[config.mk]
export PLATFORM = sky130hd
export DESIGN_NAME = multiplier_controller_tainttrack_flat
export DESIGN_NICKNAME = d
export VERILOG_FILES = /design/src/rtl/multiplier_controller_tainttrack_if.sv /design/src/rtl/multiplier_controller_tainttrack.sv /design/src/flat_wrapper.sv
export SDC_FILE = /design/constraint.sdc
export NUM_CORES = 1
export LEC_CHECK = 0
export CORE_MARGIN = 2
export CORE_UTILIZATION = 35
export DETAILED_ROUTE_END_ITERATION = 6
export GPL_TIMING_DRIVEN = 0
export PLACE_DENSITY = 0.84
export SLEW_MARGIN = 20
export SYNTH_ARGS = -nofsm -noshare
export SYNTH_HDL_FRONTEND = slang
export SYNTH_SLANG_ARGS = --single-unit
[constraint.sdc]
create_clock -name clk -period 1.5 [get_ports clk]
set_clock_uncertainty 0.05 [all_clocks]
set_input_delay 0.225 -clock clk [delete_from_list [all_inputs] [get_ports clk]]
set_output_delay 0.225 -clock clk [all_outputs]
set_load 0.1 [all_outputs]
[src/rtl/multiplier_controller_tainttrack_if.sv]
// Control/status bundle between the taint-tracking multiplier controller and
// its environment (requester + shift-add datapath).
//   slave  : controller side (consumes start/multiplierReg, drives strobes/status)
//   master : environment side (drives start/multiplierReg, observes strobes/status)
interface multiplier_controller_tainttrack_if #(
    parameter int unsigned WIDTH = 4,
    parameter int unsigned CNTW  = $clog2(WIDTH)
);
    logic             start;
    logic             start_t;
    logic [WIDTH-1:0] multiplierReg;
    logic [WIDTH-1:0] multiplierReg_t;
    logic             rsclear, mdld, mrld, rsload, rsshr;
    logic             rsclear_t, mdld_t, mrld_t, rsload_t, rsshr_t;
    logic             busy, busy_t;
    logic             done, done_t;
    logic [CNTW-1:0]  bit_cnt;
    logic             state_t;

    modport slave (
        input  start, start_t, multiplierReg, multiplierReg_t,
        output rsclear, mdld, mrld, rsload, rsshr,
               rsclear_t, mdld_t, mrld_t, rsload_t, rsshr_t,
               busy, busy_t, done, done_t, bit_cnt, state_t
    );

    modport master (
        output start, start_t, multiplierReg, multiplierReg_t,
        input  rsclear, mdld, mrld, rsload, rsshr,
               rsclear_t, mdld_t, mrld_t, rsload_t, rsshr_t,
               busy, busy_t, done, done_t, bit_cnt, state_t
    );
endinterface

[src/rtl/multiplier_controller_tainttrack.sv]
// Sequencer for the taint-tracking shift-add multiplier datapath.
// Walks the multiplier bits LSB first (INIT, then TEST/ADD/SHIFT per bit,
// then DONE) and keeps a sticky flag recording whether its control flow has
// ever depended on tainted data; that flag annotates every control output.
// Ports:
//   clk    - clock, rising edge
//   rst_n  - asynchronous active-low reset
//   bus    - slave modport: start/start_t and multiplierReg/_t in;
//            five strobes, busy, done, their taints, bit_cnt, state_t out
module multiplier_controller_tainttrack #(
    parameter int unsigned WIDTH = 4,
    parameter int unsigned CNTW  = $clog2(WIDTH)
) (
    input  logic                                clk,
    input  logic                                rst_n,
    multiplier_controller_tainttrack_if.slave   bus
);

    typedef enum logic [2:0] {
        S_IDLE  = 3'd0,
        S_INIT  = 3'd1,
        S_TEST  = 3'd2,
        S_ADD   = 3'd3,
        S_SHIFT = 3'd4,
        S_DONE  = 3'd5
    } state_e;

    localparam logic [CNTW-1:0] LAST_BIT = CNTW'(WIDTH - 1);

    state_e          state_q, state_d;
    logic [CNTW-1:0] cnt_q, cnt_d;
    logic            taint_q, taint_d;

    logic rsclear_q, mdld_q, mrld_q, rsload_q, rsshr_q, busy_q, done_q;
    logic rsclear_d, mdld_d, mrld_d, rsload_d, rsshr_d, busy_d, done_d;

    // Next state, counter and taint; outputs are decoded from the next state
    // so the registered strobes line up exactly with the state they belong to.
    always_comb begin
        state_d = state_q;
        cnt_d   = cnt_q;
        taint_d = taint_q;

        case (state_q)
            S_IDLE: begin
                // Staying or leaving IDLE both depend on start, so its taint
                // is absorbed even when start is low.
                taint_d = taint_q | bus.start_t;
                if (bus.start) state_d = S_INIT;
            end
            S_INIT: begin
                cnt_d   = '0;
                state_d = S_TEST;
            end
            S_TEST: begin
                taint_d = taint_q | bus.multiplierReg_t[cnt_q];
                state_d = bus.multiplierReg[cnt_q] ? S_ADD : S_SHIFT;
            end
            S_ADD: begin
                state_d = S_SHIFT;
            end
            S_SHIFT: begin
                if (cnt_q == LAST_BIT) begin
                    state_d = S_DONE;
                end else begin
                    cnt_d   = cnt_q + CNTW'(1);
                    state_d = S_TEST;
                end
            end
            S_DONE: begin
                state_d = S_IDLE;
            end
            default: begin
                state_d = S_IDLE;
            end
        endcase

        rsclear_d = (state_d == S_INIT);
        mdld_d    = (state_d == S_INIT);
        mrld_d    = (state_d == S_INIT);
        rsload_d  = (state_d == S_ADD);
        rsshr_d   = (state_d == S_SHIFT);
        done_d    = (state_d == S_DONE);
        busy_d    = (state_d != S_IDLE);
    end

    // State, counter, sticky taint and output registers.
    always_ff @(posedge clk or negedge rst_n) begin
        if (!rst_n) begin
            state_q   <= S_IDLE;
            cnt_q     <= '0;
            taint_q   <= 1'b0;
            rsclear_q <= 1'b0;
            mdld_q    <= 1'b0;
            mrld_q    <= 1'b0;
            rsload_q  <= 1'b0;
            rsshr_q   <= 1'b0;
            busy_q    <= 1'b0;
            done_q    <= 1'b0;
        end else begin
            state_q   <= state_d;
            cnt_q     <= cnt_d;
            taint_q   <= taint_d;
            rsclear_q <= rsclear_d;
            mdld_q    <= mdld_d;
            mrld_q    <= mrld_d;
            rsload_q  <= rsload_d;
            rsshr_q   <= rsshr_d;
            busy_q    <= busy_d;
            done_q    <= done_d;
        end
    end

    assign bus.rsclear = rsclear_q;
    assign bus.mdld    = mdld_q;
    assign bus.mrld    = mrld_q;
    assign bus.rsload  = rsload_q;
    assign bus.rsshr   = rsshr_q;
    assign bus.busy    = busy_q;
    assign bus.done    = done_q;
    assign bus.bit_cnt = cnt_q;
    assign bus.state_t = taint_q;

    // Every output carries the control-flow taint, asserted or not.
    assign bus.rsclear_t = taint_q;
    assign bus.mdld_t    = taint_q;
    assign bus.mrld_t    = taint_q;
    assign bus.rsload_t  = taint_q;
    assign bus.rsshr_t   = taint_q;
    assign bus.busy_t    = taint_q;
    assign bus.done_t    = taint_q;

endmodule

[src/flat_wrapper.sv]
// flat-port wrapper written by rule: the top's interface ports become plain ports
module multiplier_controller_tainttrack_flat 
#(
    parameter int unsigned WIDTH = 4,
    parameter int unsigned CNTW  = $clog2(WIDTH)
)
  (clk, rst_n, bus_start, bus_start_t, bus_multiplierReg, bus_multiplierReg_t, bus_rsclear, bus_mdld, bus_mrld, bus_rsload, bus_rsshr, bus_rsclear_t, bus_mdld_t, bus_mrld_t, bus_rsload_t, bus_rsshr_t, bus_busy, bus_busy_t, bus_done, bus_done_t, bus_bit_cnt, bus_state_t);
  multiplier_controller_tainttrack_if #(.WIDTH(WIDTH), .CNTW(CNTW)) bus_i ();
  input  logic clk;
  input  logic rst_n;
  input wire logic [$bits(bus_i.start)-1:0] bus_start;
  input wire logic [$bits(bus_i.start_t)-1:0] bus_start_t;
  input wire logic [$bits(bus_i.multiplierReg)-1:0] bus_multiplierReg;
  input wire logic [$bits(bus_i.multiplierReg_t)-1:0] bus_multiplierReg_t;
  output wire logic [$bits(bus_i.rsclear)-1:0] bus_rsclear;
  output wire logic [$bits(bus_i.mdld)-1:0] bus_mdld;
  output wire logic [$bits(bus_i.mrld)-1:0] bus_mrld;
  output wire logic [$bits(bus_i.rsload)-1:0] bus_rsload;
  output wire logic [$bits(bus_i.rsshr)-1:0] bus_rsshr;
  output wire logic [$bits(bus_i.rsclear_t)-1:0] bus_rsclear_t;
  output wire logic [$bits(bus_i.mdld_t)-1:0] bus_mdld_t;
  output wire logic [$bits(bus_i.mrld_t)-1:0] bus_mrld_t;
  output wire logic [$bits(bus_i.rsload_t)-1:0] bus_rsload_t;
  output wire logic [$bits(bus_i.rsshr_t)-1:0] bus_rsshr_t;
  output wire logic [$bits(bus_i.busy)-1:0] bus_busy;
  output wire logic [$bits(bus_i.busy_t)-1:0] bus_busy_t;
  output wire logic [$bits(bus_i.done)-1:0] bus_done;
  output wire logic [$bits(bus_i.done_t)-1:0] bus_done_t;
  output wire logic [$bits(bus_i.bit_cnt)-1:0] bus_bit_cnt;
  output wire logic [$bits(bus_i.state_t)-1:0] bus_state_t;
  assign bus_i.start = bus_start;
  assign bus_i.start_t = bus_start_t;
  assign bus_i.multiplierReg = bus_multiplierReg;
  assign bus_i.multiplierReg_t = bus_multiplierReg_t;
  assign bus_rsclear = bus_i.rsclear;
  assign bus_mdld = bus_i.mdld;
  assign bus_mrld = bus_i.mrld;
  assign bus_rsload = bus_i.rsload;
  assign bus_rsshr = bus_i.rsshr;
  assign bus_rsclear_t = bus_i.rsclear_t;
  assign bus_mdld_t = bus_i.mdld_t;
  assign bus_mrld_t = bus_i.mrld_t;
  assign bus_rsload_t = bus_i.rsload_t;
  assign bus_rsshr_t = bus_i.rsshr_t;
  assign bus_busy = bus_i.busy;
  assign bus_busy_t = bus_i.busy_t;
  assign bus_done = bus_i.done;
  assign bus_done_t = bus_i.done_t;
  assign bus_bit_cnt = bus_i.bit_cnt;
  assign bus_state_t = bus_i.state_t;
  multiplier_controller_tainttrack #(.WIDTH(WIDTH), .CNTW(CNTW)) u_core (.clk(clk), .rst_n(rst_n), .bus(bus_i));
endmodule
==> implementation parameters <==
Parameter                              Value

Die
  Initial core utilization ... roughly two fifths
  Total I/O pin count ... 29
  Die Span Y ... 45.4 µm
  Placeable core region ... between 1500 and 2000 µm²
  Row cnt ... 14
  Die area ... between 2000 and 2500 µm²
  Floorplan die width ... between 40 and 50 µm

Yosys
  Synth Area in Simple Gates ... 13.4%
  Synth Area in Adders ... around 2.1%
  Avg Synthesized Cell Area ... 10.5 µm²
  Flop and latch count out of synthesis ... 11
  Share of Yosys cell area claimed by the top area cell type ... roughly 46%
  Cells after Synth ... 57
  Xor/xnor share of the synthesized area ... 0%
  Proportion of synthesized chip area in sequential cells ... roughly 46%
  Post-synthesis cell type count ... 23
  Fraction of the mapped netlist area in compound gates ... about a tenth
  Yosys Warn Count ... 0
  Post-Syn Area ... between 500 and 600 µm²
  Synth area leader ... sky130_fd_sc_hd__dfrtp_1
  Net count after synthesis ... 70
  Share of cell area taken by muxes after synthesis ... around 11%
  Largest family of logic cells by synthesized area ... buffers and inverters
  Largest cells by area after synthesis ... sky130_fd_sc_hd__dfrtp_1 46%, sky130_fd_sc_hd__buf_4 11%, sky130_fd_sc_hd__mux4_2 7.5%

Routing
  ANT nets after route ... 0
  Starting DRT DRC Count ... 18
  Overall routed net length ... between 1000 and 1500 µm
  Detailed route wirelength on metal3 ... 122 µm
  Post-detailed-route wirelength per cell ... about 12 µm
  Top layer in use ... met4
  Total length of routed met2 wires ... 718 µm
  Routed via count ... ~570
  Drt drc ... 1
  Initial DRT Pass Iterations ... 6
  Average vias per placed instance ... 5.10
  Routed length on met1 ... ~530 µm

Global routing
  Largest net degree at the start of global routing ... 12
  Final global-route overflow total ... 0
  Wire length of the first global-routing pass ... 2260 µm
  Initial antenna violation count ... 0
  Via count of the first global-routing pass ... approximately 550
  Overall routing resource usage ... between 10 and 15%

Critical path
  Maximum net fanout on the critical path ... 4
  Reg2Reg Setup Slack ... -0.08 ns
  Sort of element at the start of the critical path ... flip-flop
  R2R Path Start ... u_core.bus.bit_cnt[0]
  Critical path endpoint category ... flip-flop
  Number of cells traversed by the worst register-to-register path ... 4
  Signal arrival time at the worst endpoint ... 1.71 ns
  Worst endpoint required time ... about 1.6 ns
  FF-to-FF End ... u_core.bus.bit_cnt[0]
  Worst setup path category ... reg -> reg

Pwr
  Total power per unit cell area ... 2260 nW/µm²
  Leakage power total ... about 0.47 nW
  Power Total ... between 2 and 2.5 mW
  Worst vdd rail ir drop ... 1.16 mV

STA
  Unrepaired setup endpoints after global routing ... yes
  Min cycle time layout ... roughly 1.6 ns
  TNS Setup ... -0.139 ns
  Transition at the pin with the smallest max-transition slack ... about 0.55 ns
  Total count of hold-check failures in the final report ... 0
  Fmax ... between 600 and 700 MHz
  Fin. max-slew vios ... 0
  Final period utilization ... 105%
  Tightest slew margin relative to the limit ... a little over three fifths
  Final setup margin ... -0.0751 ns
  Tightest hold margin ... approximately 0.24 ns
  Number of setup violations in the final report ... 3

Finish
  Area occupied by multi-input gates ... 277 µm²
  Commonest non-fill, non-tap cells in the layout ... 22 x sky130_fd_sc_hd__buf_4, 11 x sky130_fd_sc_hd__clkdlybuf4s50_1, 7 x sky130_fd_sc_hd__dfrtp_1, 6 x sky130_fd_sc_hd__nand2_1
  Util after Layout ... between 60% and 70%
  Total Nets Final ... 110
  Layout overhead on the synthesized area ... 70.6%
  Antenna diodes ... 0
  Share of cells above drive strength 1 ... between 50% and 60%
  Fill cells ... 118
  Most frequent standard cell in the layout excluding fill and tap cells ... sky130_fd_sc_hd__buf_4
  Number of standard cells in the layout, taps in and fillers out ... 112
  Area taken by flip-flops and latches ... 285 µm²

Placement
  Placed cell count ... 101
  GPL Wtd Cong ... roughly 0.74
  Sum of net half-perimeters after detailed placement ... about 900 µm
  Total of buffers placed on input and output ports ... 28

Run status
  Violations in the final reports ... DRC, setup timing
  Outcome ... finished with violations

Flow run
  Max-cap viol count ... 0

Clock tree
  CTS Hold Bufs ... 0
  Total CTS buffers ... 3
  Clock Root Buffer ... sky130_fd_sc_hd__clkbuf_4
  Clock insertion delay at the later pin of the skew report ... 0.26 ns
  Register clock-pin slew on the reported worst setup and hold paths ... about 0.070 ns
  Clk buf depth ... 2
  TritonCTS clock tree ... done
  H-tree depth reported by CTS ... 1
  TritonCTS Sinks ... 11

Min path
  Path class of the lowest-slack min-delay path ... in -> async
## timing repair
item                       in CTS  in global routing
buffers inserted                6                  1
setup endpoints to repair      18                  5
gates resized for setup        83                  8
hold endpoints to repair        0                  0
pin swaps                       3                  3
cloned                          0                  0
## Yosys cell counts (all sizes together)
library cell and n:
a31oi 2, o221ai 1, mux2 1, nand4b 1
nand3 2, nand2 6, inv 5, clkbuf 1
mux2i 1, buf 10, nor3 1, o2bb2ai 2
mux4 2, ha 1, o21ai 2, dfrtp 11
a2bb2oi 1, nor2 5, nor2b 1, or3b 1
## final cells by class
class                      instances  share of cell area, %
clock buffer                       4                   2.57
inverter                           5                   1.84
buffer                            11                   8.08
sequential                        11                   27.9
tap                               16                   1.96
multi-input combinational         30                   27.1
timing repair buffer              35                   30.6
## worst max-delay path by stage
| stage | start | to | slack (ns) |
|---|---|---|---|
| finish | u_core.bus.bit_cnt[0] | u_core.bus.bit_cnt[0] | -0.08 |
| global route | u_core.bus.bit_cnt[0] | u_core.bus.bit_cnt[0] | -0.11 |
| CTS | u_core.bus.bit_cnt[0] | u_core.bus.bit_cnt[0] | -0.08 |
| detailed placement | u_core.bus.busy_t | bus_done_t | -0.44 |
| global placement | u_core.bus.busy_t | bus_mdld_t | -0.42 |
| floorplan | u_core.bus.bit_cnt[0] | u_core.bus.bit_cnt[0] | -0.23 |
## critical path: stages, from the launching register on
cell,delay [ns]
sky130_fd_sc_hd__dfrtp_4,0.51
sky130_fd_sc_hd__ha_4,0.17
sky130_fd_sc_hd__or3b_4,0.37
sky130_fd_sc_hd__mux2_4,0.30
sky130_fd_sc_hd__o2bb2ai_4,0.10
## cell families (layout without fill, tap and decap cells)
family	Yosys count	in the layout
adders and majority gates	1	1
buffers and inverters	16	55
and+or+nand+nor	17	17
DFF	11	11
muxes	4	4
AOI/OAI and AO/OA	8	8
## stage by stage
step / worst slack [ns] / instance area, µm²
after floorplan: -0.234 / 629
after global placement: -0.420 / 930
after detailed placement: -0.440 / 930
after CTS: -0.0775 / 973
after global routing: -0.109 / 1020
final: -0.0751 / 1020
## where the power goes
part / total [mW] / leakage, nW / internal (mW) / switching (mW)
registers: 0.504 / 0.133 / 0.417 / 0.0867
clock network: 0.193 / 0.0150 / 0.103 / 0.0901
logic: 1.62 / 0.326 / 0.563 / 1.05
total: 2.31 / 0.474 / 1.08 / 1.23
## per-layer routing
| metal | GRT usage [%] | up-vias |
|---|---|---|
| li1 | - | 265 |
| met3 | 3.17 | 5 |
| met1 | 17.2 | 268 |
| met5 | 0 | - |
| met4 | 3.53 | 0 |
| met2 | 27.9 | 33 |
## registers in the layout, summed over array words and instances, names as in the netlist
register and cells:
u_core.bus.rsclear 1, u_core.bus.busy 1, u_core.state_q 3, u_core.bus.rsload 1
u_core.bus.bit_cnt 2, u_core.bus.done 1, u_core.bus.busy_t 1, u_core.bus.rsshr 1
(Power assumes the default switching activity.)
